`src/rtl/pico_fetch_seq_if.sv`:
```
// rtl/pico_fetch_seq_if.sv - ROM fetch and execute-stage hand-off bundle for pico_fetch_seq
interface pico_fetch_seq_if;
    logic        rom_en;
    logic [11:0] rom_add;
    logic [17:0] inst;
    logic [17:0] exec_inst;
    logic        exec_valid;

    // Sequencer side: drives the ROM request and the execute stage.
    modport master (
        output rom_en,
        output rom_add,
        output exec_inst,
        output exec_valid,
        input  inst
    );

    // ROM / execute side.
    modport slave (
        input  rom_en,
        input  rom_add,
        input  exec_inst,
        input  exec_valid,
        output inst
    );
endinterface

```
`src/rtl/pico_fetch_seq.sv`:
```
// rtl/pico_fetch_seq.sv - PicoBlaze-style two-state instruction fetch sequencer with call stack
module pico_fetch_seq #(
    parameter int          STACK_DEPTH  = 30,
    parameter logic [11:0] INT_VECTOR   = 12'h3FF,
    parameter logic [11:0] RESET_VECTOR = 12'h000
) (
    input  logic             i_clk,
    input  logic             i_reset,
    input  logic             i_run,
    input  logic             i_zero_flag,
    input  logic             i_carry_flag,
    input  logic             i_irq,
    output logic             o_irq_ack,
    output logic             o_stack_overflow,
    output logic             o_stack_underflow,
    pico_fetch_seq_if.master bus
);
    localparam int             SPW     = $clog2(STACK_DEPTH + 1);
    localparam logic [SPW-1:0] SP_FULL = SPW'(STACK_DEPTH);

    localparam logic [0:0] S_ISSUE   = 1'b0;
    localparam logic [0:0] S_CAPTURE = 1'b1;

    logic [0:0]     r_state;
    logic [11:0]    r_pc;
    logic [SPW-1:0] r_sp;
    logic           r_ie;
    logic [17:0]    r_exec_inst;
    logic           r_exec_valid;
    logic           r_irq_ack;
    logic           r_overflow;
    logic           r_underflow;
    logic [11:0]    r_stack [STACK_DEPTH];

    logic [5:0]     w_op;
    logic [11:0]    w_target;
    logic [11:0]    w_pc_inc;
    logic           w_issue;
    logic           w_capture;
    logic           w_irq_take;
    logic           w_cond;
    logic           w_is_jump;
    logic           w_is_call;
    logic           w_is_ret;
    logic           w_is_reti;
    logic           w_is_ie;
    logic           w_take_branch;
    logic           w_push;
    logic           w_pop;
    logic [11:0]    w_push_data;
    logic           w_sp_full;
    logic           w_sp_empty;
    logic [SPW-1:0] w_top_idx;

    assign w_op        = bus.inst[17:12];
    assign w_target    = bus.inst[11:0];
    assign w_pc_inc    = r_pc + 12'd1;
    assign w_issue     = (r_state == S_ISSUE);
    assign w_capture   = (r_state == S_CAPTURE);
    assign w_irq_take  = w_issue & i_run & i_irq & r_ie;
    assign w_sp_full   = (r_sp == SP_FULL);
    assign w_sp_empty  = (r_sp == '0);
    assign w_top_idx   = r_sp - 1'b1;

    // The ROM is synchronous: the request goes out combinationally in ISSUE so the word is back in CAPTURE.
    assign bus.rom_en     = ~i_reset & w_issue & i_run & ~(i_irq & r_ie);
    assign bus.rom_add    = r_pc;
    assign bus.exec_inst  = r_exec_inst;
    assign bus.exec_valid = r_exec_valid;
    assign o_irq_ack         = r_irq_ack;
    assign o_stack_overflow  = r_overflow;
    assign o_stack_underflow = r_underflow;

    // Decode flow-control opcodes; ops 3x carry the condition in op[3:2] and the kind in op[1:0].
    always_comb begin
        w_cond    = 1'b0;
        w_is_jump = 1'b0;
        w_is_call = 1'b0;
        w_is_ret  = 1'b0;
        w_is_reti = 1'b0;
        w_is_ie   = 1'b0;
        if (w_op[5:4] == 2'b11) begin
            case (w_op[3:2])
                2'b00:   w_cond = i_zero_flag;
                2'b01:   w_cond = ~i_zero_flag;
                2'b10:   w_cond = i_carry_flag;
                default: w_cond = ~i_carry_flag;
            endcase
            case (w_op[1:0])
                2'b10:   w_is_jump = 1'b1;
                2'b00:   w_is_call = 1'b1;
                2'b01:   w_is_ret  = 1'b1;
                default: ;
            endcase
        end else begin
            w_cond = 1'b1;
            case (w_op)
                6'h22:   w_is_jump = 1'b1;
                6'h20:   w_is_call = 1'b1;
                6'h25:   w_is_ret  = 1'b1;
                6'h29:   w_is_reti = 1'b1;
                6'h28:   w_is_ie   = 1'b1;
                default: ;
            endcase
        end
    end

    assign w_take_branch = w_capture & (w_is_jump | w_is_call) & w_cond;
    assign w_pop         = w_capture & ((w_is_ret & w_cond) | w_is_reti);
    assign w_push        = w_irq_take | (w_capture & w_is_call & w_cond);
    assign w_push_data   = w_irq_take ? r_pc : w_pc_inc;

    // Return-address storage; a push onto a full stack is dropped.
    always_ff @(posedge i_clk) begin
        if (!i_reset && w_push && !w_sp_full) begin
            r_stack[r_sp] <= w_push_data;
        end
    end

    // Sequencer state, PC, stack pointer, interrupt enable and strobes.
    always_ff @(posedge i_clk) begin
        if (i_reset) begin
            r_state      <= S_ISSUE;
            r_pc         <= RESET_VECTOR;
            r_sp         <= '0;
            r_ie         <= 1'b0;
            r_exec_inst  <= 18'd0;
            r_exec_valid <= 1'b0;
            r_irq_ack    <= 1'b0;
            r_overflow   <= 1'b0;
            r_underflow  <= 1'b0;
        end else begin
            r_exec_valid <= 1'b0;
            r_irq_ack    <= 1'b0;

            if (w_push) begin
                if (w_sp_full) r_overflow <= 1'b1;
                else           r_sp       <= r_sp + 1'b1;
            end else if (w_pop) begin
                if (w_sp_empty) r_underflow <= 1'b1;
                else            r_sp        <= w_top_idx;
            end

            if (w_issue) begin
                if (w_irq_take) begin
                    r_pc      <= INT_VECTOR;
                    r_ie      <= 1'b0;
                    r_irq_ack <= 1'b1;
                end else if (i_run) begin
                    r_state <= S_CAPTURE;
                end
            end else begin
                r_exec_inst  <= bus.inst;
                r_exec_valid <= 1'b1;
                r_state      <= S_ISSUE;
                if (w_take_branch) begin
                    r_pc <= w_target;
                end else if (w_pop) begin
                    r_pc <= w_sp_empty ? RESET_VECTOR : r_stack[w_top_idx];
                end else begin
                    r_pc <= w_pc_inc;
                end
                if (w_is_ie || w_is_reti) begin
                    r_ie <= bus.inst[0];
                end
            end
        end
    end
endmodule

```
`src/flat_wrapper.sv`:
```
// flat-port wrapper written by rule: the top's interface ports become plain ports
module pico_fetch_seq_flat 
#(
    parameter int          STACK_DEPTH  = 30,
    parameter logic [11:0] INT_VECTOR   = 12'h3FF,
    parameter logic [11:0] RESET_VECTOR = 12'h000
)
  (i_clk, i_reset, i_run, i_zero_flag, i_carry_flag, i_irq, o_irq_ack, o_stack_overflow, o_stack_underflow, bus_rom_en, bus_rom_add, bus_exec_inst, bus_exec_valid, bus_inst);
  pico_fetch_seq_if bus_i ();
  input  logic i_clk;
  input  logic i_reset;
  input  logic i_run;
  input  logic i_zero_flag;
  input  logic i_carry_flag;
  input  logic i_irq;
  output logic o_irq_ack;
  output logic o_stack_overflow;
  output logic o_stack_underflow;
  output wire logic [$bits(bus_i.rom_en)-1:0] bus_rom_en;
  output wire logic [$bits(bus_i.rom_add)-1:0] bus_rom_add;
  output wire logic [$bits(bus_i.exec_inst)-1:0] bus_exec_inst;
  output wire logic [$bits(bus_i.exec_valid)-1:0] bus_exec_valid;
  input wire logic [$bits(bus_i.inst)-1:0] bus_inst;
  assign bus_rom_en = bus_i.rom_en;
  assign bus_rom_add = bus_i.rom_add;
  assign bus_exec_inst = bus_i.exec_inst;
  assign bus_exec_valid = bus_i.exec_valid;
  assign bus_i.inst = bus_inst;
  pico_fetch_seq #(.STACK_DEPTH(STACK_DEPTH), .INT_VECTOR(INT_VECTOR), .RESET_VECTOR(RESET_VECTOR)) u_core (.i_clk(i_clk), .i_reset(i_reset), .i_run(i_run), .i_zero_flag(i_zero_flag), .i_carry_flag(i_carry_flag), .i_irq(i_irq), .o_irq_ack(o_irq_ack), .o_stack_overflow(o_stack_overflow), .o_stack_underflow(o_stack_underflow), .bus(bus_i));
endmodule
```
`config.mk`:
```
export PLATFORM = sky130hd
export DESIGN_NAME = pico_fetch_seq_flat
export DESIGN_NICKNAME = d
export VERILOG_FILES = /design/src/rtl/pico_fetch_seq_if.sv /design/src/rtl/pico_fetch_seq.sv /design/src/flat_wrapper.sv
export SDC_FILE = /design/constraint.sdc
export NUM_CORES = 1
export LEC_CHECK = 0
export ABC_AREA = 1
export BUFFER_PORTS_ARGS = -buffer_cell sky130_fd_sc_hd__buf_2
export CAP_MARGIN = 20
export CELL_PAD_IN_SITES_DETAIL_PLACEMENT = 0
export CELL_PAD_IN_SITES_GLOBAL_PLACEMENT = 2
export CORE_ASPECT_RATIO = 0.5
export CORE_MARGIN = 2
export CORE_UTILIZATION = 37
export CTS_CLUSTER_SIZE = 40
export DETAILED_ROUTE_END_ITERATION = 7
export GPL_TIMING_DRIVEN = 0
export PLACE_DENSITY_LB_ADDON = 0.3
export SYNTH_ARGS = -nofsm -noshare
export SYNTH_HDL_FRONTEND = slang
export SYNTH_SLANG_ARGS = --single-unit
```
`constraint.sdc`:
```
create_clock -name i_clk -period 2.4 [get_ports i_clk]
set_input_delay 0.36 -clock i_clk [delete_from_list [all_inputs] [get_ports i_clk]]
set_output_delay 0.36 -clock i_clk [all_outputs]
set_load 0.01 [all_outputs]
```
==> results of run 1 <==
kinds of logic after synthesis:
family	count (synthesis)	share of synthesized area (%)
AND/OR/NAND/NOR	936	23.25
flip-flops	401	68.34
buffers and inverters	164	4.389
AO/OA/AOI/OAI	95	3.117
XOR/XNOR	9	0.4632
adder cells (fa/ha/maj)	6	0.4411
flip-flops by register name, summed over array words and instances (netlist names):
register,count
u_core.r_stack,360
u_core.bus.exec_inst,18
u_core.bus.rom_add,12
u_core.r_sp,5
u_core.bus.exec_valid,1
u_core.o_irq_ack,1
u_core.o_stack_overflow,1
u_core.o_stack_underflow,1
u_core.r_ie,1
u_core.r_state,1
Yosys cell counts, drive strengths merged (2+ instances only):
cell	instances
edfxtp	360
xor2	9
nand4	2
nand2	528
a22o	4
buf	66
dfxtp	41
a21oi	22
nand3	320
o21ai	68
inv	73
ha	6
or2	2
nor3	4
nor2	80
clkbuf	24
worst max-delay path, cell delays in order, from the launching register on:
cell and delay [ns]:
dfxtp_4 0.38, inv_8 0.06, buf_12 0.14, ha_4 0.33
inv_2 0.08, buf_12 0.15, buf_4 0.19, nand3_1 0.16
nand3_1 0.08, nand2_1 0.14, nand2_1 0.08, nand2_1 0.06
nand3_1 0.11, nand2_1 0.11, nand2_1 0.06, a21oi_1 0.12
what timing repair did:
action / CTS / global route
setup endpoints to repair: 539 / 528
pin swaps: 41 / 9
hold buffers: 0 / 0
gates resized for setup: 159 / 42
buffers inserted: 41 / 4
gates cloned: 3 / 0
area by class of cell:
cell class / count / area share (%)
multi-input cells: 1048 / 25.24
flip-flops and latches: 401 / 54.88
clock inverters: 20 / 0.7024
well taps: 598 / 3.529
repair buffers: 115 / 6.120
clock buffers: 50 / 4.893
plain buffers: 87 / 3.169
inverters: 74 / 1.464
through the flow:
stage                     hold slack, ns  area (sq um)  cells  setup slack (ns)  utilization, %
final                            0.02997         21200   2393           0.07350           46.82
after global routing             0.03484         21200   2393         0.0002405           46.82
after CTS                        0.01815         21010   2389           0.02300           46.41
after detailed placement          0.4422         18490   2278            -1.184           40.83
after global placement            0.4403         18130   2267            -3.742           40.05
after floorplan                   0.4472         17100   1611           -0.1940               -
per-layer routing:
metal  GRT usage (%)  vias to the layer above
li1                -                     5844
met4           4.878                        0
met1           33.17                     6140
met5               0                        -
met3           4.605                       61
met2           32.87                      477
power by group through the flow:
| stage | Clock, mW | Combinational (mW) | Sequential [mW] |
|---|---|---|---|
| after CTS | 6.01 | 0.982 | 7.67 |
| final | 5.93 | 1.01 | 7.67 |
| after detailed placement | 0 | 0.893 | 7.83 |
| after global placement | 0 | 0.796 | 7.85 |
| after floorplan | 0 | 0.414 | 7.84 |
| after global routing | 6.28 | 1.08 | 7.68 |
how the worst max path moves through the flow:
stage                    from               endpoint  slack, ns  depth (start not counted)
2_1_floorplan  u_core.r_state   u_core.r_stack[0][3]      -0.19                          5
3_3_place_gp   u_core.r_state  u_core.r_stack[10][5]      -3.74                          5
3_5_place_dp   u_core.r_sp[0]  u_core.bus.rom_add[6]      -1.18                         17
4_1_cts        u_core.r_state  u_core.r_stack[6][10]       0.02                          5
5_1_grt        u_core.r_sp[0]  u_core.bus.rom_add[2]     0.0002                         13
6_report       u_core.r_sp[0]  u_core.bus.rom_add[1]       0.07                         15
==> results.py, run 1 <==
metrics = {
    "outcome": {
        "status": "finished, final reports clean",
    },
    "clock_network": {
        "cts_buffer_depth": 3,
        "cts.sink_count": 401,
        "root_buffer": "clkbuf_16",
        "clock_latency_ns": 0.54,
        "numCtsBuffers": 39,
        "cts_max_level": 2,
        "clk_pin_slew_ns": 0.07,
        "cts_tree": "built",
    },
    "worst_setup_path": {
        "required_ns": 2.87,
        "arrival_ns": 2.80,
        "critical_path_class": "reg -> reg",
        "reg2reg_depth": 15,
        "r2r_slack_ns": 0.07,
        "critPathLaunchType": "register",
        "crit_path_end_kind": "register",
        "r2r_start": "u_core.r_sp[0]",
        "crit_fanout": 12,
        "rr_endpoint": "u_core.bus.rom_add[1]",
    },
    "pwr": {
        "p_comb_share_pct": 6.9,
        "total_power_mw": 14.61,
        "p_int_mw": 11.23,
        "switching_share_pct": 23.16,
        "switchingPower_mw": 3.384,
        "seqPwrFrac_pct": 52.5,
        "p_leak_nw": 7.947,
        "ir_drop_mv": 0.3646,
        "clock_power_share_pct": 40.6,
        "power_density_nw_per_um2": 689.4,
    },
    "drt": {
        "top_layer": "met4",
        "vias": 12522,
        "drt_iter0_drc": 1258,
        "met2_length_microns": 22520,
        "wire_per_inst_microns": 22.10,
        "first_pass_iters": 5,
        "wl_microns": 52880,
        "wl_met1_microns": 24990,
        "ant_nets": 0,
        "drc": 0,
        "met3_wirelength_microns": 4536,
        "avgViaCountPerCell": 5.233,
    },
    "sta": {
        "grt_setup_unrepaired": "false",
        "timing.fmax_mhz": 429.8,
        "finalCriticalPeriod_ns": 2.327,
        "relSlewSlack_pct": 53.31,
        "setup_violations": 0,
        "finClkSkew_ns": 0.01525,
        "final_max_slew_viol_count": 0,
        "min_period_over_period_pct": 96.94,
        "final-hold-violation-count": 0,
        "fin_tns_setup_ns": 0,
        "tightestPinTransition_ns": 0.6977,
    },
    "die": {
        "core_sq_um": 45280,
        "die_w_microns": 307.3,
        "die_area_sq_um": 47830,
        "ios": 59,
        "rows": 55,
        "die_y_microns": 155.7,
        "initial_utilization_pct": 37.58,
    },
    "final_layout": {
        "fin_nets": 1796,
        "layout-drive-gt1-share_pct": 21.11,
        "syn_to_final_growth_pct": 24.56,
        "layout_common_cells": "nand2_1, edfxtp_1, nand3_1",
        "multi_input_comb_area_sq_um": 5350,
        "area.sequential_sq_um": 11630,
        "antenna-diode-count": 0,
        "layout.cells.most_common": "nand2_1",
        "fillers": 4098,
    },
    "yosys": {
        "syn_area_sq_um": 17020,
        "synth_seq_area_share_pct": 68.34,
        "syn_avg_cell_area_sq_um": 10.56,
        "synth.net_count": 1641,
        "synth_warnings": 0,
        "yosysTopAreaCellShare_pct": 63.52,
        "synth-seq-cells": 401,
        "yosys-top-cells-area": "edfxtp_1, nand2_1, nand3_1",
        "synth.distinct_cells": 28,
        "synth_top_area_cell": "edfxtp_1",
        "ys_async_sr_fraction_pct": 0,
        "synthFlopType": "edfxtp_1",
        "syn_inst": 1611,
        "synth_edf_count": 360,
    },
    "global_route": {
        "grt_start_max_net_pins": 26,
        "antenna_found_initial": 2,
        "grt.overflow.total": 0,
        "grt_pass1_wl_microns": 77140,
        "grt_pass1_vias": 11913,
        "gr-usage-all-layers_pct": 22.11,
    },
    "placed_design": {
        "globalplace.congestion": 0.8298,
        "post-dp-hpwl_microns": 36340,
        "io_buffers": 58,
    },
    "min_path": {
        "worstHoldPathType": "in -> reg",
        "min_to": "u_core.r_state",
        "hold_depth": 2,
        "hp-start": "i_irq",
    },
    "run": {
        "drv_cap": 0,
    },
}
(Power assumes the default switching activity.)
==> run 2: changes to the inputs <==
- CORE_ASPECT_RATIO: 0.5 -> 1.1
==> results.py, run 2 (synthesized netlist as in run 1, its figures left out) <==
metrics = {
    "drt": {
        "ant_nets": 0,
        "first_pass_iters": 5,
        "vias": 12189,
        "avgViaCountPerCell": 5.094,
        "drc": 0,
        "wl_microns": 51720,
        "wire_per_inst_microns": 21.61,
        "drt_iter0_drc": 912,
    },
    "worst_setup_path": {
        "required_ns": 2.89,
        "crit_path_end_kind": "register",
        "r2r_start": "u_core.r_sp[0]",
        "cp_common_cell": "nand2_1",
        "crit_start": "u_core.r_sp[0]",
        "critPathMaxStageDelay_ns": 0.35,
        "arrival_ns": 2.82,
        "critical-path-top-delay-family": "simple AND/OR/NAND/NOR gates",
        "crit_path_top_delay_cell": "dfxtp_4",
        "crit_buf_inv": 6,
        "path_cells": "inv_2 > buf_8 > buf_12 > ha_4 > inv_4 > buf_12 > buf_6 > nand3_1 > nand3_2 > nand3_4 > nand2_2 > nand2_1 > nand3_2 > nand2_1 > nand2_1 > a21oi_2",
        "critical_path_class": "reg -> reg",
        "crit_fanout": 11,
        "critPathLaunchType": "register",
    },
    "outcome": {
        "status": "finished, final reports clean",
    },
    "clock_network": {
        "clk_pin_slew_ns": 0.06,
        "cts_tree": "built",
        "hold_buffers": 0,
        "cts.sink_count": 401,
        "root_buffer": "clkbuf_16",
        "numCtsBuffers": 42,
        "clock_latency_ns": 0.55,
        "cts_buffer_depth": 3,
        "cts_max_level": 2,
    },
    "die": {
        "ios": 59,
        "rows": 82,
        "initial_utilization_pct": 37.44,
        "die_w_microns": 208.5,
        "core_sq_um": 45450,
        "die_area_sq_um": 47730,
        "die_y_microns": 228.9,
    },
    "final_layout": {
        "top_register": "u_core.r_stack",
        "layout-drive-gt1-share_pct": 22.60,
        "antenna-diode-count": 0,
        "layout.cells.most_common": "nand2_1",
        "fin_nets": 1801,
        "layout_common_cells": "nand2_1, edfxtp_1, nand3_1",
        "fillers": 4101,
        "syn_to_final_growth_pct": 27.21,
        "final_area_sq_um": 21650,
        "largest_reg_flops": 360,
    },
    "sta": {
        "setup_violations": 0,
        "finClkSkew_ns": 0.01846,
        "min_period_over_period_pct": 97.06,
        "fin_tns_setup_ns": 0,
        "final-hold-violation-count": 0,
        "setup_ws_ns": 0.07056,
        "relSlewSlack_pct": 55.69,
        "finalCriticalPeriod_ns": 2.329,
        "final_max_slew_viol_count": 0,
        "hold_slack_ns": 0.01857,
        "tightestPinTransition_ns": 0.6646,
        "timing.fmax_mhz": 429.3,
    },
    "pwr": {
        "ir_drop_mv": 0.4642,
        "p_leak_nw": 8.113,
        "power_density_nw_per_um2": 707.2,
        "total_power_mw": 15.31,
    },
    "placed_design": {
        "globalplace.congestion": 0.8303,
        "dpl_cell_area_sq_um": 18510,
        "post-dp-hpwl_microns": 35940,
        "preCtsSetupSlack_ns": -1.255,
        "io_buffers": 58,
    },
    "global_route": {
        "grt.overflow.total": 0,
        "grt_pass1_wl_microns": 77710,
        "gr-usage-all-layers_pct": 21.88,
        "grt_pass1_vias": 12084,
        "grt_start_max_net_pins": 26,
        "antenna_found_initial": 0,
    },
    "min_path": {
        "hp-start": "i_irq",
        "worstHoldPathType": "in -> reg",
    },
    "run": {
        "drv_cap": 0,
    },
}
## run 2: changes by cell type in the layout (fill, tap and decap cells not counted), sizes merged
cell / delta
buf: +2
bufbuf: +1
bufinv: +2
clkbuf: +7
clkinv: -2
clkinvlp: +1
nand2: +1
o21ai: -2
## run 2: where the power goes
group	total (mW)	internal [mW]	switching [mW]
Sequential	7.68	7.65	0.0270
Clock	6.62	3.91	2.71
Combinational	1.01	0.333	0.681
Total	15.3	11.9	3.42
## run 2: final cells by class
type,count,area [sq um],share of cell area (%)
clock inverters,21,206.4,0.9536
inverters,74,300.3,1.387
well taps,588,735.7,3.398
flip-flops and latches,401,11630,53.74
clock buffers,57,1191,5.502
multi-input cells,1047,5499,25.40
plain buffers,88,720.7,3.329
repair buffers,117,1361,6.288
## run 2: worst reg2reg max path: stages, from the launching register on
cell and delay, ns:
dfxtp_4 0.35, inv_2 0.04, buf_8 0.14, buf_12 0.15, ha_4 0.33, inv_4 0.07, buf_12 0.15, buf_6 0.15
nand3_1 0.11, nand3_2 0.12, nand3_4 0.12, nand2_2 0.11, nand2_1 0.09, nand3_2 0.10, nand2_1 0.08, nand2_1 0.07
a21oi_2 0.11
## run 2: final timing paths
kind                                  end  slack, ns  cells after the start
hold / removal             u_core.r_state       0.02                      2
hold reg to reg   u_core.o_stack_overflow       0.46                      2
setup reg to reg    u_core.bus.rom_add[7]       0.07                     16
setup / recovery    u_core.bus.rom_add[7]       0.07                     16
## run 2: layer usage
layer | part of all wire, % | GRT usage (%) | up-vias
li1 | - | - | 5867
met1 | 42 | 27.73 | 5942
met2 | 51 | 38.40 | 302
met3 | 4.1 | 2.597 | 78
met4 | 3.6 | 8.206 | 0
met5 | 0 | 0 | -
## run 2: metrics by stage
stage | instances | util (%)
after CTS | 2388 | 46.86
after floorplan | 1611 | -
after global routing | 2393 | 47.63
final | 2393 | 47.63
after detailed placement | 2270 | 40.71
after global placement | 2257 | 39.87
## run 2: repair_timing
action / in CTS / in global routing
gates cloned: 3 / 0
buffers inserted: 39 / 5
setup endpoints to repair: 514 / 449
gates resized for setup: 162 / 75
pin swaps: 40 / 17
==> run 3: changes to the inputs <==
- CTS_CLUSTER_SIZE: 40 -> unset
- RECOVER_POWER: unset -> 100
==> results.py, run 3 (synthesized netlist as in run 1, its figures left out) <==
metrics = {
    "worst_setup_path": {
        "r2r_start": "u_core.r_sp[0]",
        "critPathLaunchType": "register",
        "crit_fanout": 12,
        "arrival_ns": 2.59,
        "reg2reg_depth": 12,
        "crit_path_end_kind": "register",
        "r2r_slack_ns": 0.05,
        "required_ns": 2.65,
        "critical_path_class": "reg -> reg",
        "rr_endpoint": "u_core.r_stack[1][4]",
    },
    "final_layout": {
        "top_register": "u_core.r_stack",
        "layout.cells.most_common": "nand2_1",
        "instances_no_fill": 2392,
        "layout-drive-gt1-share_pct": 21.18,
        "fillers": 4160,
        "antenna-diode-count": 0,
        "area.sequential_sq_um": 11640,
        "fin_nets": 1801,
        "final_area_sq_um": 21220,
        "syn_to_final_growth_pct": 24.69,
        "largest_reg_flops": 360,
        "layout_common_cells": "nand2_1, edfxtp_1, nand3_1",
        "multi_input_comb_area_sq_um": 5429,
    },
    "run": {
        "drv_cap": 0,
    },
    "die": {
        "initial_utilization_pct": 37.44,
        "core_sq_um": 45450,
        "die_area_sq_um": 47730,
        "die_w_microns": 208.5,
        "die_y_microns": 228.9,
        "ios": 59,
        "rows": 82,
    },
    "global_route": {
        "grt_pass1_wl_microns": 77420,
        "antenna_found_initial": 0,
        "grt.overflow.total": 0,
        "grt_pass1_vias": 12044,
        "gr-usage-all-layers_pct": 21.82,
        "grt_start_max_net_pins": 26,
    },
    "min_path": {
        "hp-start": "bus_inst[10]",
        "worstHoldPathType": "in -> reg",
        "hold_depth": 2,
        "min_to": "u_core.bus.exec_inst[10]",
    },
    "placed_design": {
        "post-dp-hpwl_microns": 35940,
        "dpl_cell_area_sq_um": 18510,
        "dp_cells": 2270,
        "io_buffers": 58,
        "globalplace.congestion": 0.8303,
    },
    "drt": {
        "first_pass_iters": 6,
        "vias": 12224,
        "ant_nets": 0,
        "wire_per_inst_microns": 21.70,
        "drt_iter0_drc": 967,
        "avgViaCountPerCell": 5.110,
        "wl_microns": 51910,
        "drc": 0,
    },
    "sta": {
        "timing.fmax_mhz": 425.9,
        "finClkSkew_ns": 0.007955,
        "final-hold-violation-count": 0,
        "setup_violations": 0,
        "fin_tns_setup_ns": 0,
        "relSlewSlack_pct": 50.66,
        "finalCriticalPeriod_ns": 2.348,
        "hold_slack_ns": 0.03557,
        "tightestPinTransition_ns": 0.7400,
        "final_max_slew_viol_count": 0,
        "min_period_over_period_pct": 97.83,
    },
    "clock_network": {
        "cts_max_level": 2,
        "root_buffer": "clkbuf_16",
        "cts_buffer_depth": 3,
        "clock_latency_ns": 0.55,
        "cts.sink_count": 401,
        "numCtsBuffers": 42,
        "cts_tree": "built",
        "clk_pin_slew_ns": 0.06,
    },
    "pwr": {
        "power_density_nw_per_um2": 714.8,
        "ir_drop_mv": 0.4630,
        "p_leak_nw": 7.910,
        "total_power_mw": 15.17,
    },
    "outcome": {
        "status": "finished, final reports clean",
    },
}
==> run 3: changes by cell type in the layout (fill, tap and decap cells not counted), sizes merged <==
cell         previous run  this run
dlygate4sd3             0         1
clkinvlp                3         1
clkbuf                 78       112
buf                   182       146
inv                    73        75
==> run 3: layout make-up <==
| class | count | share of cell area [%] |
|---|---|---|
| multi-input cells | 1047 | 25.58 |
| clock buffers | 56 | 5.395 |
| repair buffers | 117 | 4.958 |
| inverters | 74 | 1.415 |
| well taps | 588 | 3.467 |
| flip-flops and latches | 401 | 54.83 |
| plain buffers | 88 | 3.367 |
| clock inverters | 21 | 0.9846 |
==> run 3: layer usage <==
metal	global-route usage (%)	part of all wire [%]	routed length, microns
met2	38.37	51	26250
met1	27.54	41	21510
met4	8.026	3.7	1942
met3	2.762	4.2	2205
met5	0	0	0
==> run 3: report_power, final <==
part / total [mW] / internal, mW / switching [mW]
clock: 6.51 / 3.79 / 2.72
combinational: 0.981 / 0.302 / 0.679
sequential: 7.68 / 7.65 / 0.0274
==> run 3: how the worst max path moves through the flow <==
stage                                        to  slack, ns            from  depth (start not counted)
after floorplan            u_core.r_stack[0][3]      -0.19  u_core.r_state                          5
after global placement    u_core.r_stack[10][7]      -3.42  u_core.r_state                          5
after detailed placement  u_core.bus.rom_add[6]      -1.25  u_core.r_sp[0]                         17
after CTS                  u_core.r_stack[0][5]      -0.09  u_core.r_state                         13
after global routing      u_core.bus.rom_add[4]      -0.03  u_core.r_sp[0]                         16
final                      u_core.r_stack[1][4]       0.05  u_core.r_sp[0]                         12
==> run 3: worst max-delay path, stage by stage (launching register included) <==
cell and delay, ns:
dfxtp_4 0.35, inv_2 0.04, buf_8 0.14, buf_12 0.14
ha_1 0.28, inv_1 0.08, nor2_1 0.06, nor2_1 0.18
nand2_4 0.12, inv_8 0.13, nand2_8 0.12, nor2_2 0.16
buf_6 0.21
==> run 3: timing repair <==
item | in CTS | in global routing
resized for setup | 159 | 92
hold buffers | 1 | 0
pin swaps | 36 | 31
endpoints found under the setup margin | 521 | 456
endpoints found under the hold margin | 1 | 0
buffers inserted | 37 | 6
gates cloned | 3 | 0
==> run 3: stage by stage <==
step / setup WS, ns / utilization [%]
after floorplan: -0.1940 / -
after global placement: -3.424 / 39.87
after detailed placement: -1.255 / 40.71
after CTS: -0.09417 / 46.67
after global routing: -0.02917 / 46.69
final: 0.05198 / 46.69
